--- config.mk ---
export PLATFORM = sky130hd
export DESIGN_NAME = wb_trace_display
export DESIGN_NICKNAME = d
export VERILOG_FILES = /design/src/rtl/wb_trace_pkg.sv /design/src/rtl/wb_trace_display_hex_to_7seg.sv /design/src/rtl/wb_trace_display.sv
export SDC_FILE = /design/constraint.sdc
export NUM_CORES = 1
export LEC_CHECK = 0
export ABC_CLOCK_PERIOD_IN_PS = 16920
export CORE_MARGIN = 2
export CORE_UTILIZATION = 30
export DETAILED_ROUTE_END_ITERATION = 12
export SLEW_MARGIN = 20
export SYNTH_ARGS = -nofsm -noshare
export SYNTH_HDL_FRONTEND = slang
export SYNTH_SLANG_ARGS = --single-unit
--- constraint.sdc ---
create_clock -name Clk -period 16.92 [get_ports Clk]
set_input_delay 3.384 -clock Clk [delete_from_list [all_inputs] [get_ports Clk]]
set_output_delay 3.384 -clock Clk [all_outputs]
set_load 0.01 [all_outputs]
--- src/rtl/wb_trace_pkg.sv ---
// Shared constants and types for the writeback trace display: digit count,
// entry layout and the active-low gfedcba seven-segment glyph table.
package wb_trace_pkg;

   localparam int DIGITS  = 8;
   localparam int ENTRY_W = 64;

   localparam logic [6:0] SEG_DASH  = 7'b0111111;
   localparam logic [6:0] SEG_BLANK = 7'b1111111;

   // Active-low gfedcba glyphs for hex digits 0..F.
   localparam logic [6:0] HEX_SEG [16] = '{
      7'b1000000, 7'b1111001, 7'b0100100, 7'b0110000,
      7'b0011001, 7'b0010010, 7'b0000010, 7'b1111000,
      7'b0000000, 7'b0010000, 7'b0001000, 7'b0000011,
      7'b1000110, 7'b0100001, 7'b0000110, 7'b0001110
   };

   typedef struct packed {
      logic [31:0] pc;
      logic [31:0] data;
   } entry_t;

endpackage

--- src/rtl/wb_trace_display_hex_to_7seg.sv ---
// Combinational hex nibble to active-low seven-segment glyph lookup.
module hex_to_7seg
   import wb_trace_pkg::*;
(
   input  logic [3:0] nibble_i,
   output logic [6:0] seg_o
);

   assign seg_o = HEX_SEG[nibble_i];

endmodule

--- src/rtl/wb_trace_display.sv ---
// Captures each new (PC, write data) writeback pair into a FIFO and shows the head
// on an 8-digit multiplexed display. Optional live-view input Live: WB_TRACE_LIVE_EN.
module wb_trace_display
   import wb_trace_pkg::*;
#(
   parameter int DEPTH       = 16,
   parameter int REFRESH_DIV = 100000
) (
   input  logic                     Clk,
   input  logic                     Reset,
   input  logic [31:0]              PCDisplay,
   input  logic [31:0]              WriteDataDisplay,
   input  logic                     Advance,
   input  logic                     ShowData,
`ifdef WB_TRACE_LIVE_EN
   input  logic                     Live,
`endif
   output logic [6:0]               Seg,
   output logic [7:0]               An,
   output logic                     Dp,
   output logic                     Empty,
   output logic                     Overflow,
   output logic [$clog2(DEPTH):0]   Count
);

   localparam int ADDR_W = $clog2(DEPTH);
   localparam int CNT_W  = ADDR_W + 1;
   localparam int REF_W  = (REFRESH_DIV > 1) ? $clog2(REFRESH_DIV) : 1;
   localparam int DIG_W  = $clog2(DIGITS);

   entry_t                cur_q, prev_q;
   logic                  push_q;

   logic [ENTRY_W-1:0]    mem_q [DEPTH];
   logic [ADDR_W-1:0]     wr_ptr_q, wr_ptr_d;
   logic [ADDR_W-1:0]     rd_ptr_q, rd_ptr_d;
   logic [CNT_W-1:0]      count_q, count_d;
   logic                  overflow_q, overflow_d;

   logic [REF_W-1:0]      refresh_q, refresh_d;
   logic [DIG_W-1:0]      digit_q, digit_d;
   logic                  show_q, show_d;
   logic [6:0]            seg_q, seg_d;
   logic [7:0]            an_q, an_d;
   logic                  dp_q, dp_d;

   logic                  fifo_empty, fifo_full, pop, do_push;
   entry_t                head, src;
   logic                  show_dash;
   logic [31:0]           word;
   logic [3:0]            nibble;
   logic [6:0]            hex_seg;

   // The inputs come straight from upstream combinational logic, so they are
   // registered once and a change is detected between successive samples.
   // NOTE: sequential state uses non-blocking assignments so every register
   // samples the pre-edge value of the others, giving a true pipeline.
   always_ff @(posedge Clk) begin
      if (!Reset) begin
         cur_q  <= '0;
         prev_q <= '0;
         push_q <= 1'b0;
      end else begin
         cur_q  <= {PCDisplay, WriteDataDisplay};
         prev_q <= cur_q;
         push_q <= (cur_q != prev_q);
      end
   end

   assign fifo_empty = (count_q == '0);
   assign fifo_full  = (count_q == CNT_W'(DEPTH));
   assign pop        = Advance && !fifo_empty;
   // A pop in the same cycle frees the slot, so a full FIFO still accepts.
   assign do_push    = push_q && (!fifo_full || pop);

   // NOTE: every combinational output gets a default first so no path
   // through the block leaves a variable unassigned (no latch inferred).
   always_comb begin
      wr_ptr_d   = wr_ptr_q;
      rd_ptr_d   = rd_ptr_q;
      count_d    = count_q;
      overflow_d = overflow_q;
      if (do_push) wr_ptr_d = wr_ptr_q + 1'b1;
      if (pop)     rd_ptr_d = rd_ptr_q + 1'b1;
      if (do_push && !pop)      count_d = count_q + 1'b1;
      else if (pop && !do_push) count_d = count_q - 1'b1;
      if (push_q && !do_push)   overflow_d = 1'b1;
   end

   // NOTE: the storage array has no reset; validity is tracked by the
   // pointers and count, which keeps it mappable onto plain RAM.
   always_ff @(posedge Clk) begin
      if (do_push) mem_q[wr_ptr_q] <= prev_q;
   end

   assign head = mem_q[rd_ptr_q];

`ifdef WB_TRACE_LIVE_EN
   assign src       = Live ? cur_q : head;
   assign show_dash = Live ? 1'b0 : fifo_empty;
`else
   assign src       = head;
   assign show_dash = fifo_empty;
`endif

   assign word   = show_q ? src.data : src.pc;
   assign nibble = word[{digit_q, 2'b00} +: 4];

   hex_to_7seg u_hex (
      .nibble_i (nibble),
      .seg_o    (hex_seg)
   );

   // The data/PC select is latched on each digit change so a digit never
   // flips source partway through its lit period.
   always_comb begin
      refresh_d = refresh_q + 1'b1;
      digit_d   = digit_q;
      show_d    = show_q;
      if (refresh_q == REF_W'(REFRESH_DIV - 1)) begin
         refresh_d = '0;
         digit_d   = digit_q + 1'b1;
         show_d    = ShowData;
      end
   end

   always_comb begin
      seg_d = show_dash ? SEG_DASH : hex_seg;
      an_d  = ~(8'b1 << digit_q);
      dp_d  = !((digit_q == DIG_W'(DIGITS - 1)) && overflow_q);
   end

   always_ff @(posedge Clk) begin
      if (!Reset) begin
         wr_ptr_q   <= '0;
         rd_ptr_q   <= '0;
         count_q    <= '0;
         overflow_q <= 1'b0;
         refresh_q  <= '0;
         digit_q    <= '0;
         show_q     <= 1'b0;
         seg_q      <= SEG_DASH;
         an_q       <= 8'hFE;
         dp_q       <= 1'b1;
      end else begin
         wr_ptr_q   <= wr_ptr_d;
         rd_ptr_q   <= rd_ptr_d;
         count_q    <= count_d;
         overflow_q <= overflow_d;
         refresh_q  <= refresh_d;
         digit_q    <= digit_d;
         show_q     <= show_d;
         seg_q      <= seg_d;
         an_q       <= an_d;
         dp_q       <= dp_d;
      end
   end

   assign Seg      = seg_q;
   assign An       = an_q;
   assign Dp       = dp_q;
   assign Empty    = fifo_empty;
   assign Overflow = overflow_q;
   assign Count    = count_q;

endmodule

; Word level (Yosys, flattened, before mapping)
; Memory sizes are Yosys's and may differ from the RTL's. A register that Yosys moved wholly into a read port is not among the register bits.
; Index checks and enable logic that the tools add are counted.
[word_totals]
ff_bits = 173
mem_count = 2
wordCells = 54
ram_bits = 1024
output_inout_bits = 23
mem_bits_ro = 112
in_bits = 68
[memory_table]
columns = name, words, width, rd, rd_clocked_by_memory_dff, write_ports, line
row1 = mem_q, 16, 64, 1, 1, 1, wb_trace_display.sv:34  ; logic [ENTRY_W-1:0] mem_q [DEPTH];
row2 = (name not given), 16, 7, 1, 1, 0, wb_trace_display_hex_to_7seg.sv:9  ; assign seg_o = HEX_SEG[nibble_i];
[op_classes]
n_reduce_logical = 16
n_shift = 2
bitwise = 3
n_mux = 7
n_addsub = 6
n_eq_ne = 4
[ops]
columns = op, n
row1 = $ne 64x64->1, 1
row2 = $mux 32, 1
row3 = $shiftx 32x6->4, 1
row4 = $add 17x1->17 const B, 1
row5 = $eq 17x17->1 const B, 1
row6 = $mux 5, 2
row7 = $add 4x1->4 const B, 2
row8 = $mux 4, 2
row9 = $not 8->8, 1
row10 = $shl 1x3->8 const A, 1
row11 = $logic_and 1x1->1, 6
row12 = $add 5x1->5 const B, 1
row13 = $eq 5x5->1 const B, 1
row14 = $logic_not 1->1, 5
row15 = $logic_not 5->1, 1
row16 = $not 4->5, 1
row17 = $sub 5x1->5 const B, 1
row18 = $reduce_or 2->1, 2
row19 = $add 3x1->3 const B, 1
row20 = $eq 3x3->1 const B, 1
row21 = $mux 1, 2
row22 = $reduce_bool 2->1, 1
row23 = $logic_or 1x1->1, 1
row24 = $not 1->1, 1

; Logic depth before layout (Yosys ltp)
[depth]
depth_word = 9
depth_mapped = 16
depth_no_buf = 12

; Hierarchy
; Synthesis repeated with hierarchy kept, for this count alone.
[unflattened]
hier_cells = 2322
area_unflattened_um2 = 45737.6
[by_module_without_submodules]
columns = module, area_per_inst_um2, cells_each, instances
row1 = wb_trace_display, 45462.4, 2290, 1
row2 = hex_to_7seg, 275.3, 32, 1

; Least setup slack after synthesis
; OpenSTA, ideal clock, no wires.
[synth_path]
path_type = input to register
start = input port Advance
end = memory mem_q[3][0] (enable)
slack_ns = 7.947
path_stages = 5
n_path_buf = 1
arrival_time_ns = 8.408
t_required_ns = 16.356
path_cell_list = nand3b_1 and2_1 clkbuf_1 nand2_1 nor3_1
[synth_between]
elab_chain_len = 5
[synth_lines]
columns = element, line
row1 = start: declaration, wb_trace_display.sv:13  ; input logic Advance,
row2 = $logic_and 1x1->1, wb_trace_display.sv:72  ; assign pop = Advance && !fifo_empty;
row3 = $logic_or 1x1->1, wb_trace_display.sv:74  ; assign do_push = push_q && (!fifo_full || pop);
row4 = $logic_and 1x1->1, wb_trace_display.sv:74
row5 = named net do_push, wb_trace_display.sv:47  ; logic fifo_empty, fifo_full, pop, do_push;
row6 = $mux 1, wb_trace_display.sv:93  ; if (do_push) mem_q[wr_ptr_q] <= prev_q;
row7 = $mux 1 (implied by the code), wb_trace_display.sv:93
row8 = end: declaration, wb_trace_display.sv:34
; The timed path passes the listed nets, and every way through them passes these cells.

; Final worst setup path
[layout_path]
start = input port Advance
end = memory mem_q[15][42] (enable)
[layout_between]
elab_chain_len = 5
[layout_lines]
columns = element, line
row1 = $logic_and 1x1->1, wb_trace_display.sv:72
row2 = $logic_or 1x1->1, wb_trace_display.sv:74
row3 = $logic_and 1x1->1, wb_trace_display.sv:74
row4 = $mux 1, wb_trace_display.sv:93
row5 = $mux 1 (implied by the code), wb_trace_display.sv:93
; No other way between the ends.

==> metrics.md <==
| Metric | Value |
|---|---|
| Max stage delay on crit path | 0.92 ns |
| Pwr/cell area | roughly 130 nW/µm² |
| Top FF cell, synth | edfxtp_1 |
| Post-synth top area share | about 67% |
| Slew Viols, Final | 0 |
| Share of cells above drive strength 1 | 20.0% |
| H-tree Lvls | 3 |
| Synth unique cells | between 60 and 70 |
| Worst-path clk slew | ~0.06 ns |
| Synthesized area per cell | 19.9 µm² |
| 1st-iter DRT viols | between 2000 and 2500 |
| I/O Buffers | 90 |
| Commonest non-fill, non-tap cell in the layout | edfxtp_1 |
| Slew HR | between 15 and 20% |
| Number of vias per cell | around 5 |
| Vias in the first global route | ~23000 |
| #FFs+latches synth | 1208 |
| Cell Area, Synth | around 46000 µm² |
| Most frequent cells in the layout | edfxtp_1, mux4_2, dfxtp_1 |
| Chip Height | a little under 400 µm |
| CP Data Required Time | between 15 and 20 ns |
| Design area | 52700 µm² |
| Total of max-cap violations | 0 |
| CP delay by family, top | simple AND/OR/NAND/NOR gates |
| Final hold slack | 0.426 ns |
| Number of synthesized flops with an enable pin | just over 1000 |
| Clk root buf | clkbuf_16 |
| Setup CP Type | input pin to flop |
| Routed WL | 113000 µm |
| Worst slew pin tran | ~1.2 ns |
| Clock Skew | about 0.032 ns |
| Fin. Hold Viols | 0 |
| Core box area | about 150000 µm² |
| Startpoint Class | input pin |
| Crit share post-route | between 30% and 40% |
| Tot GR Track Use | between 10% and 20% |
| Ys async rst share | 0% |
| WP buf/inv | 2 |
| Worst-Skew Late Latency | ~0.72 ns |
| CTS tree | done |
| Slowest-stage cell, CP | nor2_4 |
| Register area | 34400 µm² |
| Fin nets | around 2500 |
| Final min period | 6.12 ns |
| Rows | between 100 and 150 |
| Number of CTS-inserted buffers | between 100 and 150 |
| GP Congestion | ~0.76 |
| CTS-repair resized insts | 0 |
| DRC Markers | 0 |
| Area leader, netlist | edfxtp_1 |
| Die area | between 150000 and 200000 µm² |
| IO Pins | 91 |
| Multi-input gate area | 10600 µm² |
| Drt pass-1 iters | 5 |
| Crit end category | flop |
| Final ANT Viol Nets | 0 |
| Largest cells by area after synthesis | edfxtp_1, mux4_2, dfxtp_1 |
| Max IR drop VDD | between 80 and 90 µV |
| Filler cells | about 14000 |
| Post-DP HPWL | roughly 65000 µm |
| CP cell instances | clkdlybuf4s50_1 -> nand3b_1 -> and2_1 -> nand2_1 -> nor2_4 -> buf_4 |
| Outcome | completed |
| Die X | roughly 390 µm |
| Vias | 22300 |
| Grt ovf | 0 |
| Setup Viol. Count Final | 0 |
| Crit Path Max Fanout | 36 |
| Setup Fix Bufs, Post-CTS | 0 |
| Hold_buf cts | 0 |
| First-pass GRT wire length | ~160000 µm |
| Initial antenna violation count | 5 |
| Largest net degree at the start of global routing | 98 |
| Post-Syn Instances | 2303 |
| Sequential cell area fraction in the yosys report | 75.3% |
| CTS max path bufs | 3 |
| Initial core utilization | 30.1% |
| Placed inst area | slightly below 50000 µm² |
| Unrepaired setup endpoints after global routing | false |
| Pleak | roughly 17 nW |
| Post-route setup TNS | 0 ns |
| Num Clock Sinks | roughly 1200 |
| CP Data Arrival Time | 6.44 ns |
| Max frequency | about 0.16 GHz |
| Ys Warns | 0 |
| Hold/Removal Path Class | flop to flop |
| Syn_nets | approximately 2400 |
| Area grow syn2layout | 15.3% |
| Routed length per instance | between 20 and 25 µm |
where the power goes:
part	switching, mW	total, mW	internal [mW]	leakage, nW
Combinational	0.546	1.10	0.554	3.89
Sequential	0.105	3.41	3.30	11.0
Clock	1.10	2.54	1.44	1.81
Total	1.75	7.04	5.30	16.7
per-layer routing:
layer | up-vias | wire, µm | GRT usage (%)
li1 | 9520 | - | -
met1 | 11700 | 49700 | 20.5
met2 | 866 | 49900 | 21.4
met3 | 156 | 10600 | 4.46
met4 | 8 | 2390 | 3.48
met5 | - | 151 | 0.493
sequential cells by signal, indices dropped and copies added (netlist names), 4 cells and up, named ones only:
name,count
prev_q,64
refresh_q,17
rd_ptr_q,4
cur_q,64
wr_ptr_q,4
Count,5
mem_q,1024
An,8
Seg,7
worst paths after layout:
kind,startpoint,endpoint,slack (ns),cells after the start
setup / recovery,Advance,mem_q[15][42],10.80,6
hold / removal,Overflow,Dp,0.43,1
setup reg to reg,flop,Seg[3],11.20,13
hold reg to reg,Overflow,Dp,0.43,1
synth_stat cells (13+ instances only):
cell and instances:
a21oi_1 30, a221oi_1 14, a22o_1 14, a22oi_1 49
and2_1 150, buf_2 28, buf_4 13, buf_6 14
clkbuf_1 55, dfxtp_1 184, edfxtp_1 1024, ha_1 20
inv_1 17, mux2i_1 34, mux4_2 256, nand2_1 61
nand3_1 19, nand4_1 17, nor2_1 53, nor2b_1 13
nor3_1 22, nor4_1 21, xnor2_1 48, xor2_1 42
logic make-up (layout without fill, tap and decap cells):
logic type	Yosys count	in the layout	share of synthesized area, %
flip-flops	1208	1208	75.3
multiplexers	293	293	13.4
AND/OR/NAND/NOR	379	379	4.48
AO/OA/AOI/OAI	173	173	2.73
buffers and inverters	139	371	1.74
other	0	3	0
adder cells (fa/ha/maj)	21	21	0.591
XOR/XNOR	90	90	1.72
final cells by class:
class                   instances  share of cell area [%]
flip-flops and latches       1208                    65.3
multi-input cells             956                    20.2
clock buffers                 154                    5.95
well taps                    2030                    4.82
repair buffers                135                    2.42
clock inverters                61                    1.12
inverters                      21                   0.152
diodes                          3                  0.0142
per-stage QoR:
stage          setup slack, ns  total power, mW  cells  util (%)
2_1_floorplan             7.95             4.31   2303         -
3_3_place_gp             10.01             4.59   4349      32.3
3_5_place_dp              10.0             4.59   4349      32.3
4_1_cts                  10.75             7.12   4564      34.7
5_1_grt                  10.66             7.32   4565      34.7
6_report                 10.80             7.04   4568      34.7
Power figures use the tool's default switching activity.
